[src/rtl/fetch_stage.sv]
// Instruction-fetch stage: PC generation, in-order imem requests with credit-based flow
// control, show-ahead instruction buffer toward decode, and redirect flush/refetch.
module fetch_stage #(
  parameter logic [31:0] RESET_PC   = 32'h0000_0000,
  parameter int          FIFO_DEPTH = 4
) (
  input  logic        clock,
  input  logic        reset,
  output logic        imem_req_valid,
  input  logic        imem_req_ready,
  output logic [31:0] imem_req_addr,
  input  logic        imem_resp_valid,
  input  logic [31:0] imem_resp_data,
  input  logic        redirect_valid,
  input  logic [31:0] redirect_pc,
  output logic        instr_valid,
  input  logic        instr_ready,
  output logic [31:0] instr,
  output logic [31:0] instr_pc
);

  localparam int AW = $clog2(FIFO_DEPTH);
  localparam int CW = AW + 1;

  logic [31:0]   pc;
  logic [CW-1:0] inflight;
  logic [CW-1:0] kill;
  logic [CW-1:0] count;
  logic [AW-1:0] rd_ptr;
  logic [AW-1:0] wr_ptr;
  logic [AW-1:0] pq_rd;
  logic [AW-1:0] pq_wr;

  logic [31:0] fifo_data [FIFO_DEPTH];
  logic [31:0] fifo_pc   [FIFO_DEPTH];
  logic [31:0] pc_q      [FIFO_DEPTH];

  logic [CW:0] occupancy;
  logic        req_fire;
  logic        resp_fire;
  logic        push;
  logic        pop;

  // Credit rule: never have more requests outstanding than free buffer slots.
  assign occupancy      = {1'b0, inflight} + {1'b0, count};
  assign imem_req_valid = reset && (occupancy < (CW+1)'(FIFO_DEPTH)) && !redirect_valid;
  assign imem_req_addr  = pc;

  assign req_fire  = imem_req_valid && imem_req_ready;
  assign resp_fire = imem_resp_valid && (inflight != '0);
  assign push      = resp_fire && (kill == '0) && !redirect_valid;

  assign instr_valid = (count != '0);
  assign pop         = instr_valid && instr_ready && !redirect_valid;
  assign instr       = instr_valid ? fifo_data[rd_ptr] : '0;
  assign instr_pc    = instr_valid ? fifo_pc[rd_ptr]   : '0;

  always_ff @(posedge clock or negedge reset) begin
    if (!reset) begin
      pc       <= RESET_PC;
      inflight <= '0;
      kill     <= '0;
      count    <= '0;
      rd_ptr   <= '0;
      wr_ptr   <= '0;
      pq_rd    <= '0;
      pq_wr    <= '0;
    end else begin
      inflight <= inflight + CW'(req_fire) - CW'(resp_fire);
      if (req_fire)  pq_wr <= pq_wr + AW'(1);
      if (resp_fire) pq_rd <= pq_rd + AW'(1);

      if (redirect_valid) begin
        pc     <= {redirect_pc[31:2], 2'b00};
        // Every response still outstanding after this cycle belongs to the old path.
        kill   <= inflight - CW'(resp_fire);
        count  <= '0;
        rd_ptr <= '0;
        wr_ptr <= '0;
      end else begin
        if (req_fire) pc <= pc + 32'd4;
        if (resp_fire && (kill != '0)) kill <= kill - CW'(1);
        count <= count + CW'(push) - CW'(pop);
        if (push) wr_ptr <= wr_ptr + AW'(1);
        if (pop)  rd_ptr <= rd_ptr + AW'(1);
      end
    end
  end

  // Storage needs no reset: reads are gated by the counters above.
  always_ff @(posedge clock) begin
    if (req_fire) pc_q[pq_wr] <= pc;
    if (push) begin
      fifo_data[wr_ptr] <= imem_resp_data;
      fifo_pc[wr_ptr]   <= pc_q[pq_rd];
    end
  end

endmodule

[config.mk]
export PLATFORM = sky130hd
export DESIGN_NAME = fetch_stage
export DESIGN_NICKNAME = d
export VERILOG_FILES = /design/src/rtl/fetch_stage.sv
export SDC_FILE = /design/constraint.sdc
export NUM_CORES = 1
export LEC_CHECK = 0
export CELL_PAD_IN_SITES_DETAIL_PLACEMENT = 1
export CELL_PAD_IN_SITES_GLOBAL_PLACEMENT = 1
export CORE_UTILIZATION = 49
export CTS_CLUSTER_DIAMETER = 100
export DETAILED_ROUTE_END_ITERATION = 7
export MAX_ROUTING_LAYER = met4
export PLACE_DENSITY = 0.81
export REMOVE_ABC_BUFFERS = 1
export SKIP_LAST_GASP = 1
export SYNTH_ARGS = -nofsm -noshare
export SYNTH_HDL_FRONTEND = slang
export SYNTH_SLANG_ARGS = --single-unit
[constraint.sdc]
create_clock -name clock -period 4.5 [get_ports clock]
set_clock_uncertainty 0.2 [all_clocks]
set_input_delay 0.675 -clock clock [delete_from_list [all_inputs] [get_ports clock]]
set_output_delay 0.675 -clock clock [all_outputs]
set_load 0.05 [all_outputs]
==> run metrics, run 1 <==
status completed; reg2reg setup slack about 1.3 ns; hold_sp redirect_valid; total negative slack 0 ns; antenna violations before repair 0; TritonCTS clock tree yes; drt wl/cell ~23 µm; Hold Violations, Final 0; clk sinks 415; global-route wire length before repair between 50000 and 60000 µm; share of cells above drive strength 1 18.3%; Detailed Place HPWL 23000 µm; largest net degree at the start of global routing 66; RSZ-0062 raised after global routing false; Mapped Area 0.0166 mm²; post-route cell area 0.0204 mm²; GRT overflow 0; vias in the first global route between 9000 and 10000; delay-heaviest family, CP simple AND/OR/NAND/NOR gates; via/cell ratio 5.60; post_cts resized 0; Die Width 186 µm; Post-synth EDFFs 368; Synth Area in Compound Gates between 2 and 2.5%; DP Cell Count 1468; Final #Nets 1157; Slew headroom roughly 24%; final critical-path required period 4.00 ns; worst vdd ir 0.000342 V; Synth Register Bits slightly above 400; post-CTS setup buffers 0; Root Driver clkbuf_16; XOR/XNOR Fraction of Synth Area 1.16%; Worst Tran Pin Value 1.14 ns; worst path arrival time ~3.1 ns; r2r endpoint count[2]; Yosys cell types 51; Area growth, synth to finish 22.6%; most frequent cells in the layout edfxtp_1, clkdlybuf4s50_1, mux4_2; core area 0.0334 mm²; Hold-fix buffers, CTS 1; RR Startpoint count[1]; Design Power between 10 and 15 mW; endpoint type of the worst setup path primary output; via count just under 9000; # H-tree levels 2; main combinational cell family by area after synthesis multiplexers; ratio of final minimum period to clock period 88.8%; vertical die dimension around 190 µm; RD Place Congestion 0.806; Post-Route WL ~36000 µm; Synth Area in Adders 1.67%; Final Setup Violations 0; CP max stage delay approximately 0.94 ns; crit path cell chain or3_2 -> and2_1 -> clkdlybuf4s50_1; Detailed Route Iter0 Violations 439; Post-synth ARST share 11.3%; Ant. Diodes 0; DRC violations left 0; DRT antenna net count 0; Setup WS post-layout 0.504 ns; crit path max fanout 65; Buf/Inv on CP 1; maximum root-to-sink buffer count 3; Worst Hold Path Cells 2; placed instance area 0.0189 mm²; Worst Path Class, Setup reg -> out; mux cell area share after synthesis 12.7%; smallest hold slack 0.251 ns; leading cell type in the layout, fill and taps excluded edfxtp_1; GRT Resource Usage Total 22.3%; Syn Area/Cell ~19 µm²; row count 67; CP max-delay cell or3_2; simple logic cell fraction of the synthesized area between 6 and 7%; WHS Endpoint rd_ptr[1]; Filler Cells Inserted 2868; Max Cap Viol 0; Synth warnings 0; post-place setup slack 0.920 ns; non-filler instance count after layout 1546; LEAKAGE roughly 6.8 nW; final slew viol count 0; Pwr Density 601 mW/mm²; Worst Hold Class in -> reg; Pre-antenna DRT Iters 5; Initial Util 49.7%; final core utilization between 60% and 70%; f_max 250 MHz; CTS Buf Count 43; Worst-Skew Late Latency ~0.53 ns; Reg2Reg Depth 10; Main synth FF type edfxtp_1; CP Launch Type flop; I/O pin cnt about 170; number of port buffers 161; CP required 3.62 ns; cell count after synthesis 880; Worst-path clk slew 0.06 ns; share of the yosys chip area belonging to registers 73.6%; die area 0.0347 mm²
## kinds of logic after synthesis
| kind of cell | Yosys count |
|---|---|
| other cells | 1 |
| mux | 96 |
| flops | 415 |
| buf+inv | 72 |
| compound gates | 55 |
| xor+xnor | 22 |
| simple gates | 198 |
| fa+ha+maj | 21 |
## area by class of cell
class	count	area, µm²	area share [%]
Tap cell	448	561	2.75
Clock buffer	56	1210	5.93
Clock inverter	21	273	1.34
Multi-Input combinational cell	396	4100	20.1
Sequential cell	415	12200	60.1
Timing Repair Buffer	187	1900	9.33
Inverter	23	86.3	0.424
## worst max path at each step
stage / slack (ns) / start / cells after the start / endpoint
floorplan: 0.12 / rd_ptr[0] / 2 / instr[0]
global placement: 0.96 / imem_resp_valid / 13 / count[2]
detailed placement: 0.92 / imem_resp_valid / 13 / count[2]
CTS: 0.47 / count[1] / 3 / instr_pc[28]
global route: 0.39 / count[1] / 3 / instr_pc[25]
finish: 0.50 / count[1] / 3 / instr_pc[25]
## metal layers
metal  part of all wire, %  track usage, %  vias up
li1                      -               -     3838
met1                    42            28.9     4488
met2                    51            37.4      264
met3                   4.5            2.69       64
met4                   2.4            6.39        0
met5                     0               -        -
## power by group
group / switching (mW) / total, mW / internal [mW]
registers: 0.340 / 4.94 / 4.60
clock network: 1.38 / 3.66 / 2.28
logic: 2.20 / 3.65 / 1.46
## synth_stat cells (5+ instances only)
cell type / number / area share [%]
xnor2_1: 12 / 0.63
nor4_1: 5 / 0.19
nor2_1: 18 / 0.41
clkbuf_1: 26 / 0.59
nand2_1: 42 / 0.95
o211ai_1: 6 / 0.27
inv_1: 22 / 0.50
nand4_1: 10 / 0.38
buf_2: 13 / 0.39
a21oi_1: 5 / 0.15
o21ai_0: 23 / 0.69
ha_1: 19 / 1.4
and2_1: 71 / 2.7
nor3_1: 6 / 0.18
and4_1: 6 / 0.32
nor2b_1: 7 / 0.26
and3_1: 5 / 0.19
xor2_1: 10 / 0.53
nand3_1: 18 / 0.54
mux4_2: 92 / 12
dfrtp_1: 47 / 7.1
edfxtp_1: 368 / 67
## registers in the layout (all words and copies together), names as in the netlist
signal / count
count: 3
fifo_data: 128
fifo_pc: 120
imem_req_addr: 30
inflight: 3
kill: 3
pc_q: 120
pq_rd: 2
pq_wr: 2
rd_ptr: 2
wr_ptr: 2
Power figures use the tool's default switching activity.
==> inputs of run 2 (changes only) <==
--- a/config.mk
+++ b/config.mk
@@ -6,12 +6,12 @@
 export NUM_CORES = 1
 export LEC_CHECK = 0
 export CELL_PAD_IN_SITES_DETAIL_PLACEMENT = 1
-export CELL_PAD_IN_SITES_GLOBAL_PLACEMENT = 1
-export CORE_UTILIZATION = 49
+export CELL_PAD_IN_SITES_GLOBAL_PLACEMENT = 2
+export CORE_UTILIZATION = 43
 export CTS_CLUSTER_DIAMETER = 100
 export DETAILED_ROUTE_END_ITERATION = 7
 export MAX_ROUTING_LAYER = met4
-export PLACE_DENSITY = 0.81
+export PLACE_DENSITY = 0.8
 export REMOVE_ABC_BUFFERS = 1
 export SKIP_LAST_GASP = 1
 export SYNTH_ARGS = -nofsm -noshare
==> run metrics, run 2 (synthesis results as in run 1) <==
RD Place Congestion 0.742; crit path max fanout 24; TritonCTS clock tree yes; Post-Route WL 36800 µm; Pre-antenna DRT Iters 5; antenna violations before repair 0; Hold Violations, Final 0; Final #Nets 1158; via count 8518; status completed; Worst-Skew Late Latency between 0.5 and 0.6 ns; placed instance area between 0.015 and 0.02 mm²; share of cells above drive strength 1 17.8%; Final Setup Violations 0; total negative slack 0 ns; Worst Tran Pin Value approximately 1.0 ns; met1 Usage GRT 25.9%; Root Driver clkbuf_16; die area 0.0394 mm²; Max Cap Viol 0; Detailed Place HPWL ~23000 µm; Worst Path Class, Setup reg -> out; CP Launch Type flop; LEAKAGE 6.67 nW; GRT Resource Usage Total 19.9%; Ant. Diodes 0; f_max 246 MHz; via/cell ratio 5.30; final critical-path required period 4.06 ns; Reg2Reg Depth 9; DRT antenna net count 0; worst vdd ir 0.000391 V; Top reg by flops fifo_data; largest net degree at the start of global routing 63; Filler Cells Inserted 3486; Largest register FFs roughly 130; core area 0.0378 mm²; clk sinks 415; vias in the first global route 9304; maximum root-to-sink buffer count 3; I/O pin cnt 168; Area growth, synth to finish 21.4%; DRC violations left 0; post_cts resized 0; Worst Hold Class in -> async; Die Width around 200 µm; Detailed Route Iter0 Violations 456; number of port buffers 161; # H-tree levels 2; ratio of final minimum period to clock period 90.2%; endpoint type of the worst setup path primary output; RSZ-0062 raised after global routing false; smallest hold slack 0.123 ns; final slew viol count 0; leading cell type in the layout, fill and taps excluded edfxtp_1; GRT overflow 0; most frequent cells in the layout edfxtp_1, clkdlybuf4s50_1, mux4_2; row count 71; CTS Buf Count 43; post-CTS setup buffers 0; vertical die dimension between 150 and 200 µm; Hold-fix buffers, CTS 0; drt wl/cell 22.9 µm; met2 Use GR 33.6%; Slew headroom 33.3%; M3 GR Usage roughly 2.8%; post-route cell area 0.0202 mm²; final core utilization a little over half; largest registers fifo_data (128), fifo_pc (120), pc_q (120); Initial Util about 44%; worst path arrival time 3.18 ns; Worst-path clk slew 0.06 ns; GRT busiest layer met2; global-route wire length before repair approximately 56000 µm; Pwr Density approximately 590 mW/mm²; CP required between 3 and 4 ns
run 2: cell count changes in the layout (fill, tap and decap cells not counted), sizes merged:
cell,previous run,this run
bufinv,7,1
dlygate4sd3,1,0
buf,27,29
clkinv,14,11
clkinvlp,0,1
inv,23,24
clkbuf,56,59
run 2: stage by stage:
stage	std cells	power, mW	setup slack [ns]
2_1_floorplan	834	7.42	0.122
3_3_place_gp	1533	8.67	0.735
3_5_place_dp	1533	8.75	0.715
4_1_cts	1606	12.0	0.360
5_1_grt	1606	12.4	0.293
6_report	1606	11.9	0.442
run 2: worst paths after layout:
path | from | end | slack (ns)
max | rd_ptr[0] | instr[10] | 0.44
min | reset | count[0] | 0.12
max reg2reg | inflight[2] | inflight[2] | 1.00
min reg2reg | kill[1] | kill[1] | 0.39
max in group asynchronous | reset | rd_ptr[0] | 3.46
min in group clock | kill[1] | kill[1] | 0.39
run 2: per-layer routing:
metal  vias to the layer above  share of wire, %
li1                       3827                 -
met1                      4463                44
met2                       192                51
met3                        36               3.7
met4                         0               1.4
met5                         -                 0
run 2: area by class of cell:
type,count,area [µm²],share of cell area [%]
sequential,415,12200,60.6
multi-input combinational,396,4100,20.3
timing repair buffer,188,1830,9.06
clock buffer,59,1200,5.93
tap,511,639,3.17
clock inverter,14,92.6,0.459
inverter,23,86.3,0.428
run 2: where the power goes:
| part | switching (mW) | internal [mW] |
|---|---|---|
| logic | 2.22 | 1.44 |
| clock network | 1.37 | 1.90 |
| registers | 0.341 | 4.60 |
run 2: critical path, cell delays in order (launching register included):
cell and delay (ns):
dfrtp_4 0.81, buf_4 0.40, mux4_2 0.56, and2_1 0.18, clkdlybuf4s50_1 0.69
==> inputs of run 3 (changes only) <==
--- a/config.mk
+++ b/config.mk
@@ -12,6 +12,7 @@
 export DETAILED_ROUTE_END_ITERATION = 7
 export MAX_ROUTING_LAYER = met4
 export PLACE_DENSITY = 0.8
+export RECOVER_POWER = 50
 export REMOVE_ABC_BUFFERS = 1
 export SKIP_LAST_GASP = 1
 export SYNTH_ARGS = -nofsm -noshare
==> run metrics, run 3 (synthesis results as in run 1) <==
Setup WS post-layout between 0.4 and 0.5 ns; GRT busiest layer met2; CP required 3.62 ns; ratio of final minimum period to clock period 90.1%; met2 Use GR about a third; global-route wire length before repair 56400 µm; Root Driver clkbuf_16; M3 GR Usage 2.78%; GRT Resource Usage Total roughly 20%; Final #Nets around 1200; Worst-path clk slew 0.06 ns; row count 71; delay-heaviest family, CP buffers and inverters; DRT antenna net count 0; f_max 247 MHz; Comb pwr share 30.7%; share of cells above drive strength 1 17.1%; LEAKAGE 6.68 nW; status finished, violations left; maximum root-to-sink buffer count 3; RSZ-0062 raised after global routing false; worst vdd ir 0.000392 V; TritonCTS clock tree yes; CP max-delay cell dfrtp_4; Top reg by flops fifo_data; switch share between 30% and 40%; post-CTS setup buffers 0; Worst-Skew Late Latency 0.54 ns; Detailed Route Iter0 Violations 487; Pre-antenna DRT Iters 5; Worst Hold Class in -> async; core area 0.0378 mm²; post-place setup slack between 0.7 and 0.8 ns; clock power share 27.6%; failing checks max-capacitance violations, max-slew violations; Pint 7.92 mW; RR Startpoint inflight[2]; number of port buffers 161; Reg2Reg Depth 6; drt wl/cell ~23 µm; Ant. Diodes 0; worst path arrival time ~3.2 ns; NetSw between 3 and 4 mW; most frequent cells in the layout edfxtp_1, clkdlybuf4s50_1, mux4_2; CTS Buf Count 43; Buf/Inv on CP 2; # H-tree levels 2; largest net degree at the start of global routing 63; Largest register FFs around 130; Detailed Place HPWL 23300 µm; clk sinks about 420; sequential power share between 40% and 50%; die area ~0.04 mm²; crit path max fanout 24; Final Setup Violations 0; RD Place Congestion 0.742; via count ~8600; CP max stage delay 0.81 ns; total negative slack 0 ns; GRT overflow 0; reg2reg setup slack 0.78 ns; crit path cell chain buf_4 -> mux4_2 -> and2_1 -> clkdlybuf4s50_1; DRC violations left 0; met1 Usage GRT 25.9%; largest registers fifo_data (128), fifo_pc (120), pc_q (120); Initial Util 43.9%; final critical-path required period ~4.1 ns; Max Cap Viol 1; Slew headroom -1.16%; Pwr Density 588 mW/mm²; Hold-fix buffers, CTS 0; Worst Path Class, Setup reg -> out; r2r endpoint fifo_pc[2][11]; Area growth, synth to finish 21.2%; final slew viol count 18; CP Launch Type flop; endpoint type of the worst setup path primary output; vertical die dimension 199 µm; antenna violations before repair 0; vias in the first global route 9304; Die Width between 150 and 200 µm; Hold Violations, Final 0; post_cts resized 0; Post-Route WL 36800 µm; Worst Tran Pin Value 1.52 ns; leading cell type in the layout, fill and taps excluded edfxtp_1; I/O pin cnt 168; via/cell ratio about 5.3
## run 3: layout make-up
| cell class | instances | area, µm² |
|---|---|---|
| clock buffers | 59 | 1200 |
| well taps | 511 | 639 |
| repair buffers | 188 | 1820 |
| clock inverters | 14 | 92.6 |
| fillers | 3488 | 17700 |
| multi-input cells | 396 | 4080 |
| inverters | 23 | 86.3 |
| flip-flops and latches | 415 | 12200 |
## run 3: routing by layer
| layer | share of wire [%] | wire (µm) |
|---|---|---|
| met5 | 0 | 0 |
| met4 | 1.3 | 491 |
| met3 | 4.3 | 1580 |
| met2 | 51 | 18600 |
| met1 | 44 | 16100 |
## run 3: how the worst max path moves through the flow
stage	from	endpoint	depth (start not counted)
after floorplan	rd_ptr[0]	instr[0]	2
after global placement	imem_resp_valid	count[2]	13
after detailed placement	imem_resp_valid	count[2]	13
after CTS	rd_ptr[0]	instr[11]	4
after global routing	imem_resp_valid	fifo_pc[3][15]	7
final	rd_ptr[0]	instr[10]	4
## run 3: power by group through the flow
stage          clock network, mW  registers [mW]  logic, mW
2_1_floorplan                  0            5.10       2.32
3_3_place_gp                   0            5.01       3.66
3_5_place_dp                   0            5.03       3.71
4_1_cts                     3.35            4.95       3.73
5_1_grt                     3.47            4.98       3.89
6_report                    3.27            4.93       3.63
## run 3: through the flow
| stage | utilization [%] | instances | total power, mW | area, µm² | hold slack (ns) |
|---|---|---|---|---|---|
| 2_1_floorplan | - | 834 | 7.42 | 16400 | 0.179 |
| 3_3_place_gp | 49.9 | 1533 | 8.67 | 18900 | 0.364 |
| 3_5_place_dp | 49.9 | 1533 | 8.75 | 18900 | 0.380 |
| 4_1_cts | 53.3 | 1606 | 12.0 | 20200 | 0.142 |
| 5_1_grt | 53.2 | 1606 | 12.3 | 20100 | 0.244 |
| 6_report | 53.2 | 1606 | 11.8 | 20100 | 0.180 |
